$ cat src/rtl/receive_write_data_if.sv
// Write-beat ingress, scheduler egress, ack and status signals of the write-data receiver.
// Pure wiring: no storage, no latency of its own.
// Backpressure is carried by wr_ready (toward cache) and sched_ready (from scheduler).
interface receive_write_data_if #(
    parameter int DWIDTH = 64,
    parameter int AWIDTH = 32,
    parameter int DEPTH  = 8
);
    localparam int LW = $clog2(DEPTH) + 1;

    logic              wr_valid;
    logic              wr_ready;
    logic [AWIDTH-1:0] wr_addr;
    logic [DWIDTH-1:0] wr_data;
    logic [2:0]        wr_tag;

    logic              sched_valid;
    logic              sched_ready;
    logic [AWIDTH-1:0] sched_addr;
    logic [DWIDTH-1:0] sched_data;
    logic [2:0]        sched_tag;

    logic              ack_valid;
    logic [2:0]        ack_tag;
    logic [LW-1:0]     level;
    logic              tag_err;

    // Cache / scheduler side (drives beats in, consumes the head)
    modport master (
        output wr_valid, wr_addr, wr_data, wr_tag, sched_ready,
        input  wr_ready, sched_valid, sched_addr, sched_data, sched_tag,
        input  ack_valid, ack_tag, level, tag_err
    );

    // Receiver side
    modport slave (
        input  wr_valid, wr_addr, wr_data, wr_tag, sched_ready,
        output wr_ready, sched_valid, sched_addr, sched_data, sched_tag,
        output ack_valid, ack_tag, level, tag_err
    );
endinterface

$ cat src/rtl/receive_write_data.sv
// Write-data receiver: buffers cache write beats in a FIFO, hands them in order to the scheduler, acks each pop.
// Latency: a pushed beat appears on sched_* one cycle after acceptance; ack pulses one cycle after its pop.
// Backpressure: wr_ready = ~full (registered, no pass-through on full+pop); sched_ready stalls the head.
// Optional feature macro: WR_TAG_CHECK_EN (drops beats whose tag is already outstanding, pulses tag_err).
module receive_write_data #(
    parameter int DWIDTH = 64,
    parameter int AWIDTH = 32,
    parameter int DEPTH  = 8
) (
    input  logic                  i_clock,
    input  logic                  i_reset,
    receive_write_data_if.slave   io_bus
);
    localparam int IW = $clog2(DEPTH);
    localparam int PW = IW + 1;

    // Storage is intentionally not reset; the pointers define what is valid.
    logic [AWIDTH-1:0] r_mem_addr [DEPTH];
    logic [DWIDTH-1:0] r_mem_data [DEPTH];
    logic [2:0]        r_mem_tag  [DEPTH];

    logic [PW-1:0] r_wr_ptr;
    logic [PW-1:0] r_rd_ptr;
    logic          r_wr_ready;
    logic          r_ack_valid;
    logic [2:0]    r_ack_tag;

    logic [IW-1:0] w_wr_idx;
    logic [IW-1:0] w_rd_idx;
    logic          w_empty;
    logic          w_push_hs;
    logic          w_pop;
    logic          w_store;
    logic [PW-1:0] w_wr_ptr_nxt;
    logic [PW-1:0] w_rd_ptr_nxt;
    logic          w_full_nxt;
    logic [2:0]    w_head_tag;

    assign w_wr_idx   = r_wr_ptr[IW-1:0];
    assign w_rd_idx   = r_rd_ptr[IW-1:0];
    assign w_empty    = (r_wr_ptr == r_rd_ptr);
    assign w_head_tag = r_mem_tag[w_rd_idx];

    // r_wr_ready already equals ~full outside reset, so it gates the handshake directly.
    assign w_push_hs = io_bus.wr_valid & r_wr_ready;
    assign w_pop     = ~w_empty & io_bus.sched_ready;

`ifdef WR_TAG_CHECK_EN
    logic [7:0] r_tag_vec;
    logic [7:0] w_tag_vec_nxt;
    logic       w_dup;
    logic       r_tag_err;

    // A tag popped in the same cycle is no longer outstanding, so re-use of it is legal.
    assign w_dup   = w_push_hs & r_tag_vec[io_bus.wr_tag]
                   & ~(w_pop & (w_head_tag == io_bus.wr_tag));
    assign w_store = w_push_hs & ~w_dup;

    // Clear the popped tag first, then set the stored one, so pop T + push T leaves T set.
    always_comb begin
        w_tag_vec_nxt = r_tag_vec;
        if (w_pop)
            w_tag_vec_nxt[w_head_tag] = 1'b0;
        if (w_store)
            w_tag_vec_nxt[io_bus.wr_tag] = 1'b1;
    end

    // Outstanding-tag tracking and the one-cycle drop indication.
    always_ff @(posedge i_clock) begin
        if (i_reset) begin
            r_tag_vec <= '0;
            r_tag_err <= 1'b0;
        end else begin
            r_tag_vec <= w_tag_vec_nxt;
            r_tag_err <= w_dup;
        end
    end

    assign io_bus.tag_err = r_tag_err;
`else
    assign w_store        = w_push_hs;
    assign io_bus.tag_err = 1'b0;
`endif

    assign w_wr_ptr_nxt = r_wr_ptr + {{(PW-1){1'b0}}, w_store};
    assign w_rd_ptr_nxt = r_rd_ptr + {{(PW-1){1'b0}}, w_pop};
    assign w_full_nxt   = (w_wr_ptr_nxt[PW-1] != w_rd_ptr_nxt[PW-1])
                        & (w_wr_ptr_nxt[IW-1:0] == w_rd_ptr_nxt[IW-1:0]);

    // Write the accepted beat into the slot at the write pointer.
    always_ff @(posedge i_clock) begin
        if (w_store) begin
            r_mem_addr[w_wr_idx] <= io_bus.wr_addr;
            r_mem_data[w_wr_idx] <= io_bus.wr_data;
            r_mem_tag[w_wr_idx]  <= io_bus.wr_tag;
        end
    end

    // Pointers, registered ready (from next-state fullness) and the pop acknowledgement.
    always_ff @(posedge i_clock) begin
        if (i_reset) begin
            r_wr_ptr    <= '0;
            r_rd_ptr    <= '0;
            r_wr_ready  <= 1'b0;
            r_ack_valid <= 1'b0;
            r_ack_tag   <= 3'd0;
        end else begin
            r_wr_ptr    <= w_wr_ptr_nxt;
            r_rd_ptr    <= w_rd_ptr_nxt;
            r_wr_ready  <= ~w_full_nxt;
            r_ack_valid <= w_pop;
            r_ack_tag   <= w_pop ? w_head_tag : 3'd0;
        end
    end

    assign io_bus.wr_ready    = r_wr_ready;
    assign io_bus.sched_valid = ~w_empty;
    assign io_bus.sched_addr  = w_empty ? '0   : r_mem_addr[w_rd_idx];
    assign io_bus.sched_data  = w_empty ? '0   : r_mem_data[w_rd_idx];
    assign io_bus.sched_tag   = w_empty ? 3'd0 : w_head_tag;
    assign io_bus.ack_valid   = r_ack_valid;
    assign io_bus.ack_tag     = r_ack_tag;
    // Natural-wrap pointer difference is the occupancy, 0..DEPTH.
    assign io_bus.level       = r_wr_ptr - r_rd_ptr;

endmodule
$ cat src/flat_wrapper.sv
// flat-port wrapper written by rule: the top's interface ports become plain ports
module receive_write_data_flat 
#(
    parameter int DWIDTH = 64,
    parameter int AWIDTH = 32,
    parameter int DEPTH  = 8
)
  (i_clock, i_reset, io_bus_wr_valid, io_bus_wr_addr, io_bus_wr_data, io_bus_wr_tag, io_bus_sched_ready, io_bus_wr_ready, io_bus_sched_valid, io_bus_sched_addr, io_bus_sched_data, io_bus_sched_tag, io_bus_ack_valid, io_bus_ack_tag, io_bus_level, io_bus_tag_err);
  receive_write_data_if #(.DWIDTH(DWIDTH), .AWIDTH(AWIDTH), .DEPTH(DEPTH)) io_bus_i ();
  input  logic i_clock;
  input  logic i_reset;
  input wire logic [$bits(io_bus_i.wr_valid)-1:0] io_bus_wr_valid;
  input wire logic [$bits(io_bus_i.wr_addr)-1:0] io_bus_wr_addr;
  input wire logic [$bits(io_bus_i.wr_data)-1:0] io_bus_wr_data;
  input wire logic [$bits(io_bus_i.wr_tag)-1:0] io_bus_wr_tag;
  input wire logic [$bits(io_bus_i.sched_ready)-1:0] io_bus_sched_ready;
  output wire logic [$bits(io_bus_i.wr_ready)-1:0] io_bus_wr_ready;
  output wire logic [$bits(io_bus_i.sched_valid)-1:0] io_bus_sched_valid;
  output wire logic [$bits(io_bus_i.sched_addr)-1:0] io_bus_sched_addr;
  output wire logic [$bits(io_bus_i.sched_data)-1:0] io_bus_sched_data;
  output wire logic [$bits(io_bus_i.sched_tag)-1:0] io_bus_sched_tag;
  output wire logic [$bits(io_bus_i.ack_valid)-1:0] io_bus_ack_valid;
  output wire logic [$bits(io_bus_i.ack_tag)-1:0] io_bus_ack_tag;
  output wire logic [$bits(io_bus_i.level)-1:0] io_bus_level;
  output wire logic [$bits(io_bus_i.tag_err)-1:0] io_bus_tag_err;
  assign io_bus_i.wr_valid = io_bus_wr_valid;
  assign io_bus_i.wr_addr = io_bus_wr_addr;
  assign io_bus_i.wr_data = io_bus_wr_data;
  assign io_bus_i.wr_tag = io_bus_wr_tag;
  assign io_bus_i.sched_ready = io_bus_sched_ready;
  assign io_bus_wr_ready = io_bus_i.wr_ready;
  assign io_bus_sched_valid = io_bus_i.sched_valid;
  assign io_bus_sched_addr = io_bus_i.sched_addr;
  assign io_bus_sched_data = io_bus_i.sched_data;
  assign io_bus_sched_tag = io_bus_i.sched_tag;
  assign io_bus_ack_valid = io_bus_i.ack_valid;
  assign io_bus_ack_tag = io_bus_i.ack_tag;
  assign io_bus_level = io_bus_i.level;
  assign io_bus_tag_err = io_bus_i.tag_err;
  receive_write_data #(.DWIDTH(DWIDTH), .AWIDTH(AWIDTH), .DEPTH(DEPTH)) u_core (.i_clock(i_clock), .i_reset(i_reset), .io_bus(io_bus_i));
endmodule
$ cat config.mk
export PLATFORM = sky130hd
export DESIGN_NAME = receive_write_data_flat
export DESIGN_NICKNAME = d
export VERILOG_FILES = /design/src/rtl/receive_write_data_if.sv /design/src/rtl/receive_write_data.sv /design/src/flat_wrapper.sv
export SDC_FILE = /design/constraint.sdc
export NUM_CORES = 1
export LEC_CHECK = 0
export CAP_MARGIN = 20
export CORE_MARGIN = 2
export CORE_UTILIZATION = 38
export CTS_CLUSTER_SIZE = 40
export DETAILED_ROUTE_END_ITERATION = 12
export PLACE_DENSITY = 0.55
export SETUP_SLACK_MARGIN = 0.05
export SYNTH_ARGS = -nofsm -noshare
export SYNTH_HDL_FRONTEND = slang
export SYNTH_SLANG_ARGS = --single-unit
export TNS_END_PERCENT = 1
$ cat constraint.sdc
create_clock -name i_clock -period 20.1 [get_ports i_clock]
set_clock_uncertainty 0.05 [all_clocks]
set_input_delay 3.015 -clock i_clock [delete_from_list [all_inputs] [get_ports i_clock]]
set_output_delay 3.015 -clock i_clock [all_outputs]
set_load 0.005 [all_outputs]
==> flow_metrics.tcl <==
set metrics [dict create \
    hold_buffers 0 \
    finalCriticalPeriod_ps 8180 \
    power_leakage_nw 11.4 \
    core-area_sq_um 80200 \
    synth_xor_xnor_area_share_pct 0.367 \
    critPathMaxStageDelay_ps 1010 \
    grt_pass1_wl_um 102000 \
    start_util_pct 38.3 \
    rsz0062_at_grt "false" \
    syn_inst 1438 \
    fin_tns_setup_ps 0 \
    drive_above_1_share_pct 20.9 \
    status "complete, no violations" \
    vias_per_cell 5.16 \
    gp_congestion 0.708 \
    async_flop_share_pct 0 \
    final_max_slew_viol_count 0 \
    drt_iter0_markers 1025 \
    post-dp-hpwl_um 37200 \
    max-slew-margin-rel_pct 28.5 \
    synth_area_leader_cell "edfxtp_1" \
    syn_area_per_cell_sq_um 21.3 \
    fin_nets 1798 \
    cts_buffers 86 \
    port_buffers 211 \
    synth-edff-count 792 \
    grt_use_total_pct 16.9 \
    die_h_um 288 \
    yosysUniqueCellTypes 32 \
    cp.arrival_ps 5120 \
    syn-num-nets 1548 \
    synth_compound_area_share_pct 1.73 \
    ys_ff_latch 805 \
    synth_fa_ha_area_share_pct 0.310 \
    cts_root_buf "clkbuf_16" \
    cts_max_level 3 \
    vias 14500 \
    slowest_stage "dfxtp_4" \
    postLayoutCoreUtil_pct 45.8 \
    endpoint_kind "output pin" \
    die_w_um 288 \
    ant_nets 0 \
    tightest_slew_ps 1070 \
    yosysTopAreaCellShare_pct 77.6 \
    dr.pass1.iters 5 \
    cp_max_fo 70 \
    muxShareOfSynthArea_pct 14.6 \
    hold_viol 0 \
    cp-start-kind "flip-flop" \
    antenna_found_initial 5 \
    grt-ovfl-total 0 \
    synth-simple-area-share_pct 2.86 \
    pwr_density_cell_nw_per_um2 105 \
    path_class "flip-flop to output pin" \
    die-area_sq_um 83000 \
    synthTopCellsByArea "edfxtp_1 (78%), mux4_2 (15%), nand2_1 (2.4%)" \
    syn-cell-area_sq_um 30700 \
    ctsResizeCount 0 \
    ys_warn_count 0 \
    crit_family "buffers and inverters" \
    insertion_delay_ps 630 \
    rows 104 \
    synthTopCellsByCount "edfxtp_1 (792), mux4_2 (198), nand2_1 (195), a21oi_1 (97), buf_6 (21)" \
    clk_path_buf_depth 3 \
    numClockSinks 805 \
    final-setup-viol-count 0 \
    io_pins 213 \
    synth.most_common_cell "edfxtp_1" \
    vdd_drop_max_mv 0.0640 \
    period_share_pct 40.7 \
    grt_pass1_vias 15500 \
    cts_setup_buffers 0 \
    max_cap_violations 0 \
    path_cells "inv_4 -> ha_1 -> nand3_1 -> nor2_4 -> buf_4 -> a21oi_1 -> clkdlybuf4s50_1" \
    crit_required_ps 17040 \
    routedWlPerCell_um 24.9 \
    drc 0 \
    grt_max_degree 71 \
    areaGrowthSynthToFinish_pct 19.6 \
    min_path_type "flip-flop to flip-flop" \
    wirelength_um 70000 \
    worstPathBufferInverterCount 3 \
    fmax_mhz 122 \
    synth_top_family_by_area "multiplexers" \
    clk_pin_slew_ps 60 \
    cts_tree "yes" \
    yosysSeqAreaShare_pct 78.4 \
    yosys_most_used_dff "edfxtp_1" \
]
==> cell type report <==
| type | count | area [sq um] |
|---|---|---|
| fill | 6932 | 43500 |
| inverter | 8 | 32.5 |
| clock buffer | 103 | 2250 |
| timing repair buffer | 240 | 2350 |
| tap | 1060 | 1330 |
| clock inverter | 52 | 509 |
| sequential | 805 | 24100 |
| antenna | 2 | 5.00 |
| multi-input combinational | 547 | 6160 |
==> placed cells by master, fill, tap and decap left out, types with 15 or more instances in the layout <==
cell             count
edfxtp_1           792
nand2_1            195
clkdlybuf4s50_1    211
mux4_2             198
clkinv_2            17
buf_4               28
clkinv_1            17
clkbuf_16           87
clkbuf_1            15
a21oi_1             97
==> registers in the layout, summed over array words and instances, names as in the netlist <==
| register | cells |
|---|---|
| u_core.io_bus.ack_tag | 3 |
| u_core.io_bus.ack_valid | 1 |
| u_core.io_bus.wr_ready | 1 |
| u_core.r_mem_addr | 256 |
| u_core.r_mem_data | 512 |
| u_core.r_mem_tag | 24 |
| u_core.r_rd_ptr | 4 |
| u_core.r_wr_ptr | 4 |
==> logic make-up (layout without fill, tap and decap cells) <==
family                   count (synthesis)  in the layout
multiplexers                           201            201
adder cells (fa/ha/maj)                  7              7
AO/OA/AOI/OAI                          101            101
flip-flops                             805            805
buffers and inverters                   86            403
XOR/XNOR                                12             12
other                                    1              3
AND/OR/NAND/NOR                        225            225
==> worst paths after layout <==
path	slack [ps]	depth (start not counted)	startpoint	end
min reg2reg	580	2	u_core.r_wr_ptr[3]	u_core.r_wr_ptr[3]
min	580	2	u_core.r_wr_ptr[3]	u_core.r_wr_ptr[3]
max reg2reg	15850	10	u_core.r_rd_ptr[2]	u_core.io_bus.wr_ready
max	11920	7	u_core.r_rd_ptr[2]	io_bus_sched_data[0]
==> power by group <==
part           internal, mW  total [mW]  switching [mW]
Clock                 0.912        1.55           0.633
Combinational         0.225       0.419           0.194
Sequential             1.86        1.88          0.0141
Total                  3.00        3.84           0.841
==> worst register-to-register path, cell delays in order (launching register included) <==
cell and delay (ps):
dfxtp_4 1010, inv_4 430, ha_1 500, nand3_1 230, nor2_4 790, inv_2 150
and3_1 240, ha_1 180, xnor2_1 230, xnor2_1 170, a41oi_2 120
==> per-layer routing <==
metal | global-route usage [%] | routed length [um] | up-vias
li1 | - | - | 6350
met1 | 21.4 | 29000 | 7789
met2 | 29.8 | 36800 | 286
met3 | 2.96 | 2810 | 92
met4 | 5.19 | 1440 | 6
met5 | 0 | 37 | -
==> stage by stage <==
step | std cells | setup WS, ps | hold slack, ps | cell area [sq um] | power [mW]
floorplan | 1438 | 9400 | 513 | 30700 | 2.16
global placement | 2659 | 12480 | 541 | 33900 | 2.34
detailed placement | 2660 | 12360 | 556 | 33900 | 2.35
CTS | 2815 | 11670 | 575 | 36700 | 3.90
global route | 2817 | 11560 | 605 | 36700 | 3.99
finish | 2817 | 11920 | 580 | 36700 | 3.84
Power figures use the tool's default switching activity.
